**src/rtl/conv_frame_loader.sv**
```systemverilog
// conv_frame_loader: packs a valid/ready pixel stream into ROW_PIX-wide row
// words, writes NUM_ROWS rows into the input RAM, then kicks the convolution
// core and waits for it to finish.
// Optional build macro: CONV_LOADER_CHECKSUM_EN enables the pix_sum accumulator.
module conv_frame_loader #(
    parameter int PIX_W    = 8,
    parameter int ROW_PIX  = 128,
    parameter int NUM_ROWS = 128,
    parameter int ADDR_W   = 8
) (
    input  logic                     clk,
    input  logic                     reset,
    input  logic                     start,
    input  logic                     pix_valid,
    input  logic [PIX_W-1:0]         pix_data,
    output logic                     pix_ready,
    output logic                     ram_en,
    output logic                     ram_we,
    output logic [ADDR_W-1:0]        ram_addr,
    output logic [PIX_W*ROW_PIX-1:0] ram_din,
    output logic                     conv_run,
    input  logic                     conv_done,
    output logic                     busy,
    output logic                     frame_done,
    output logic [15:0]              pix_sum
);

    localparam int CNT_W = (ROW_PIX > 1) ? $clog2(ROW_PIX) : 1;

    typedef enum logic [2:0] {
        S_IDLE,
        S_LOAD,
        S_WRITE,
        S_RUN,
        S_WAIT
    } state_t;

    state_t state, state_nxt;

    logic [CNT_W-1:0]               pix_cnt;
    logic [ADDR_W-1:0]              row_cnt;
    logic                           accept;
    logic                           last_pix;
    logic                           last_row;
    logic [ROW_PIX-1:0][PIX_W-1:0]  row_buf;
    logic [ROW_PIX-1:0][PIX_W-1:0]  row_nxt;

    assign accept   = pix_valid & pix_ready;
    assign last_pix = (pix_cnt == CNT_W'(ROW_PIX - 1));
    assign last_row = (row_cnt == ADDR_W'(NUM_ROWS - 1));
    assign busy     = (state != S_IDLE);

    // State register
    always_ff @(posedge clk) begin
        if (!reset) state <= S_IDLE;
        else        state <= state_nxt;
    end

    // Next-state and per-state strobes
    always_comb begin
        state_nxt  = state;
        pix_ready  = 1'b0;
        ram_en     = 1'b0;
        ram_we     = 1'b0;
        conv_run   = 1'b0;
        frame_done = 1'b0;
        case (state)
            S_IDLE:  if (start) state_nxt = S_LOAD;
            S_LOAD: begin
                pix_ready = 1'b1;
                if (pix_valid && last_pix) state_nxt = S_WRITE;
            end
            S_WRITE: begin
                ram_en    = 1'b1;
                ram_we    = 1'b1;
                state_nxt = last_row ? S_RUN : S_LOAD;
            end
            S_RUN: begin
                conv_run  = 1'b1;
                state_nxt = S_WAIT;
            end
            S_WAIT: begin
                if (conv_done) begin
                    frame_done = 1'b1;
                    state_nxt  = S_IDLE;
                end
            end
            default: state_nxt = S_IDLE;
        endcase
    end

    // Pixel/row counters; the row counter saturates at the final row
    always_ff @(posedge clk) begin
        if (!reset) begin
            pix_cnt <= '0;
            row_cnt <= '0;
        end else begin
            case (state)
                S_IDLE: if (start) begin
                    pix_cnt <= '0;
                    row_cnt <= '0;
                end
                S_LOAD: if (accept) pix_cnt <= last_pix ? '0 : pix_cnt + CNT_W'(1);
                S_WRITE: begin
                    pix_cnt <= '0;
                    if (!last_row) row_cnt <= row_cnt + ADDR_W'(1);
                end
                default: ;
            endcase
        end
    end

    // One byte lane per pixel slot; only the slot addressed by pix_cnt loads
    for (genvar k = 0; k < ROW_PIX; k++) begin : g_lane
        assign row_nxt[k] = (accept && pix_cnt == CNT_W'(k)) ? pix_data : row_buf[k];
    end

    // Assembly buffer, kept separate so ram_din only changes when a row completes
    always_ff @(posedge clk) begin
        if (!reset)      row_buf <= '0;
        else if (accept) row_buf <= row_nxt;
    end

    // RAM address/data latched with the last pixel and held until the next row
    always_ff @(posedge clk) begin
        if (!reset) begin
            ram_addr <= '0;
            ram_din  <= '0;
        end else if (accept && last_pix) begin
            ram_addr <= row_cnt;
            ram_din  <= row_nxt;
        end
    end

`ifdef CONV_LOADER_CHECKSUM_EN
    logic [15:0] sum_q;

    // Frame checksum: cleared on start, naturally frozen once loading ends
    always_ff @(posedge clk) begin
        if (!reset)                      sum_q <= '0;
        else if (state == S_IDLE && start) sum_q <= '0;
        else if (accept)                 sum_q <= sum_q + 16'(pix_data);
    end

    assign pix_sum = sum_q;
`else
    assign pix_sum = '0;
`endif

endmodule

```
**config.mk**
```make
export PLATFORM = sky130hd
export DESIGN_NAME = conv_frame_loader
export DESIGN_NICKNAME = d
export VERILOG_FILES = /design/src/rtl/conv_frame_loader.sv
export SDC_FILE = /design/constraint.sdc
export NUM_CORES = 2
export LEC_CHECK = 0
export CAP_MARGIN = 10
export CORE_AREA = 2 2 415 417
export CTS_CLUSTER_DIAMETER = 50
export DETAILED_ROUTE_END_ITERATION = 10
export DIE_AREA = 0 0 417 419
export PLACE_DENSITY = 0.66
export SLEW_MARGIN = 20
export SYNTH_ARGS = -nofsm -noshare
export SYNTH_HDL_FRONTEND = slang
export SYNTH_SLANG_ARGS = --single-unit
```
**constraint.sdc**
```tcl
create_clock -name clk -period 2 [get_ports clk]
set_input_delay 0.3 -clock clk [delete_from_list [all_inputs] [get_ports clk]]
set_output_delay 0.3 -clock clk [all_outputs]
set_load 0.02 [all_outputs]
```
==> flow_metrics.tcl <==
set metrics [dict create \
    coreArea_um2 171000 \
    ys.warnings.count 0 \
    status "complete, but fails checks" \
    cts_tree "yes" \
    p_per_area_nw_per_um2 814 \
    grt_pass1_wl_mm 398 \
    tightest_slew_ns 1.16 \
    ctsHtreeMaxLevel 4 \
    die-area_um2 175000 \
    crit_family "buffers and inverters" \
    drv_slew 0 \
    p_leak_nw 43.9 \
    maxCapViolCount 0 \
    ff2ff_path_depth 10 \
    final_cell_mix "nand2_1, dfxtp_1, dlygate4sd2_1, a21oi_1, mux2i_1" \
    dieWidth_um 417 \
    fin_skew_ns 0.0399 \
    vias_per_cell 5.53 \
    max_stage_delay_ns 0.38 \
    synth_area_um2 73800 \
    vias 67600 \
    yosysTopAreaCellShare_pct 56.0 \
    grt_max_degree 133 \
    place_congestion 0.859 \
    slew_headroom_pct 22.5 \
    cts_root_buf "clkbuf_16" \
    start_kind "flop" \
    dr.pass1.iters 6 \
    r2r_end "ram_din[502]" \
    vdd_drop_max_v 0.000920 \
    nFillCells 14300 \
    routedWlPerCell_um 24.0 \
    hold_end "ram_din[1023]" \
    holdPathStages 4 \
    final.setup.tns_ns -133.95 \
    fp-row-count 152 \
    synth.largest_area_cell "dfxtp_1" \
    final_common_cell "nand2_1" \
    groute.usage.overall_pct 30.0 \
    syn-mean-instance-area_um2 8.61 \
    post-place-cells 11600 \
    dp_hpwl_mm 181 \
    grt_overflow_total 0 \
    synth_async_sr_flop_share_pct 0 \
    clk_pin_slew_ns 0.06 \
    clk_latency_ns 0.87 \
    stdcell_count 12200 \
    worstSetupPathType "flop to flop" \
    setup_ws_ns -0.307 \
    path_buf_inv 6 \
    synthCells 8575 \
    port_buffers 1050 \
    required_ns 2.76 \
    violations "setup timing" \
    holdWs_ns 0.0979 \
    rsz0062_at_grt "true" \
    cp.arrival_ns 3.07 \
    routed_wl_mm 293 \
    postRouteAntennaNets 0 \
    r2r_setup_slack_ns -0.31 \
    critPathCaptureType "flop" \
    synth_flop_cell "dfxtp_1" \
    ys_seq_area_share_pct 56.0 \
    min_period_over_period_pct 115 \
    worstReg2RegStart "state[1]" \
    hold_viol 0 \
    numCtsBuffers 211 \
    dpl_worst_slack_ns -0.544 \
    min_from "pix_data[7]" \
    synth-edff-count 0 \
    fin_crit_ns 2.31 \
    hp-class "primary input to flop" \
    final_area_um2 103000 \
    cp_cell_sequence "nand4bb_4, nor4_4, buf_12, buf_16, buf_8, buf_16, buf_12, clkbuf_16, nand2_1, a21oi_1" \
    setup_viol 1054 \
    ys_ff_latch 2066 \
    clock_path_buffers 3 \
    antenna_found_initial 10 \
    layout-drive-gt1-share_pct 16.8 \
    initial_core_util_pct 43.3 \
    placed_area_um2 89700 \
    fmax_ghz 0.434 \
    final_nets 9827 \
    slowest_stage "nor4_4" \
    die_h_um 419 \
    ys_types 58 \
    cts.sinks 2066 \
    cp_max_fo 8 \
    grt_pass1_vias 62000 \
    io_pins 1067 \
    synthTopCellsByArea "dfxtp_1, nand2_1, mux2i_1, a21oi_1, o21ai_0" \
    drc 0 \
    drt_iter0_drc 6283 \
    area_growth_pct 39.9 \
]
[through the flow]
stage | power [mW] | util, %
after floorplan | 43.1 | -
after global placement | 44.2 | 52.6
after detailed placement | 44.2 | 52.6
after CTS | 84.1 | 57.0
after global routing | 86.0 | 60.5
final | 84.0 | 60.5
[state kept, by name, summed over array words and instances (netlist names)]
register,flops
ram_din,1024
row_buf,1016
ram_addr,8
row_cnt,8
pix_cnt,7
state,3
[cells by family (layout without fill, tap and decap cells)]
kind of cell	Yosys count	in the layout	synth area share, %
xor+xnor	1	1	0.0119
other cells	1	21	0.00508
simple gates	3661	3661	19.9
fa+ha+maj	5	5	0.0848
compound gates	1464	1464	10.7
buf+inv	729	2127	4.50
flops	2066	2066	56.0
mux	648	648	8.79
[timing repair]
item / 4_1_cts / 5_1_grt
endpoints found under the hold margin: 33 / 0
resized for setup: 1329 / 842
hold buffers: 8 / 0
buffers inserted: 29 / 95
cloned: 24 / 95
pin swaps: 22 / 369
setup endpoints to repair: 1915 / 1483
[per-layer routing]
| metal | vias to the layer above | GRT usage [%] | wire, µm |
|---|---|---|---|
| met5 | - | 0 | 13 |
| met4 | 2 | 20.8 | 23600 |
| met3 | 827 | 4.61 | 22100 |
| met2 | 3216 | 48.9 | 135000 |
| met1 | 32900 | 36.6 | 112000 |
| li1 | 30700 | - | - |
[power by group]
group | leakage (nW) | internal (mW) | switching, mW
Clock | 3.55 | 23.5 | 17.1
Sequential | 16.6 | 41.1 | 0.00995
Combinational | 23.7 | 0.473 | 1.79
Total | 43.9 | 65.1 | 18.9
[synthesized netlist by cell type (18+ instances only)]
library cell  instances
buf_4                66
a21oi_1             899
nand2_1            3188
mux2i_1             648
nand3_1             175
dfxtp_1            2066
a211oi_1             18
a311oi_1            128
o21ai_0             381
nor2_1              163
clkbuf_1            411
buf_2               219
o21ai_1              21
[worst min-delay path: stages]
cell	delay, ns
buf_2	0.20
buf_4	0.24
nand2_1	0.08
a21oi_1	0.06
[how the worst max path moves through the flow]
stage | from | end | slack (ns) | depth (start not counted)
5_1_grt | state[1] | ram_din[502] | -0.34 | 10
2_1_floorplan | pix_cnt[0] | ram_din[729] | -0.02 | 9
3_3_place_gp | pix_valid | row_buf[461] | -0.48 | 7
3_5_place_dp | pix_valid | row_buf[459] | -0.54 | 7
6_report | state[1] | ram_din[502] | -0.31 | 10
4_1_cts | state[1] | ram_we | -0.33 | 4
[final cells by class]
| class | instances | area (µm²) | share of cell area (%) |
|---|---|---|---|
| clock buffers | 313 | 6270 | 6.07 |
| diodes | 5 | 12.5 | 0.0121 |
| clock inverters | 79 | 902 | 0.874 |
| well taps | 2233 | 2790 | 2.71 |
| inverters | 8 | 50.0 | 0.0485 |
| multi-input cells | 5795 | 32000 | 31.0 |
| repair buffers | 1727 | 19800 | 19.2 |
| flip-flops and latches | 2066 | 41400 | 40.1 |
No activity file was read; power rests on OpenSTA's default activity.
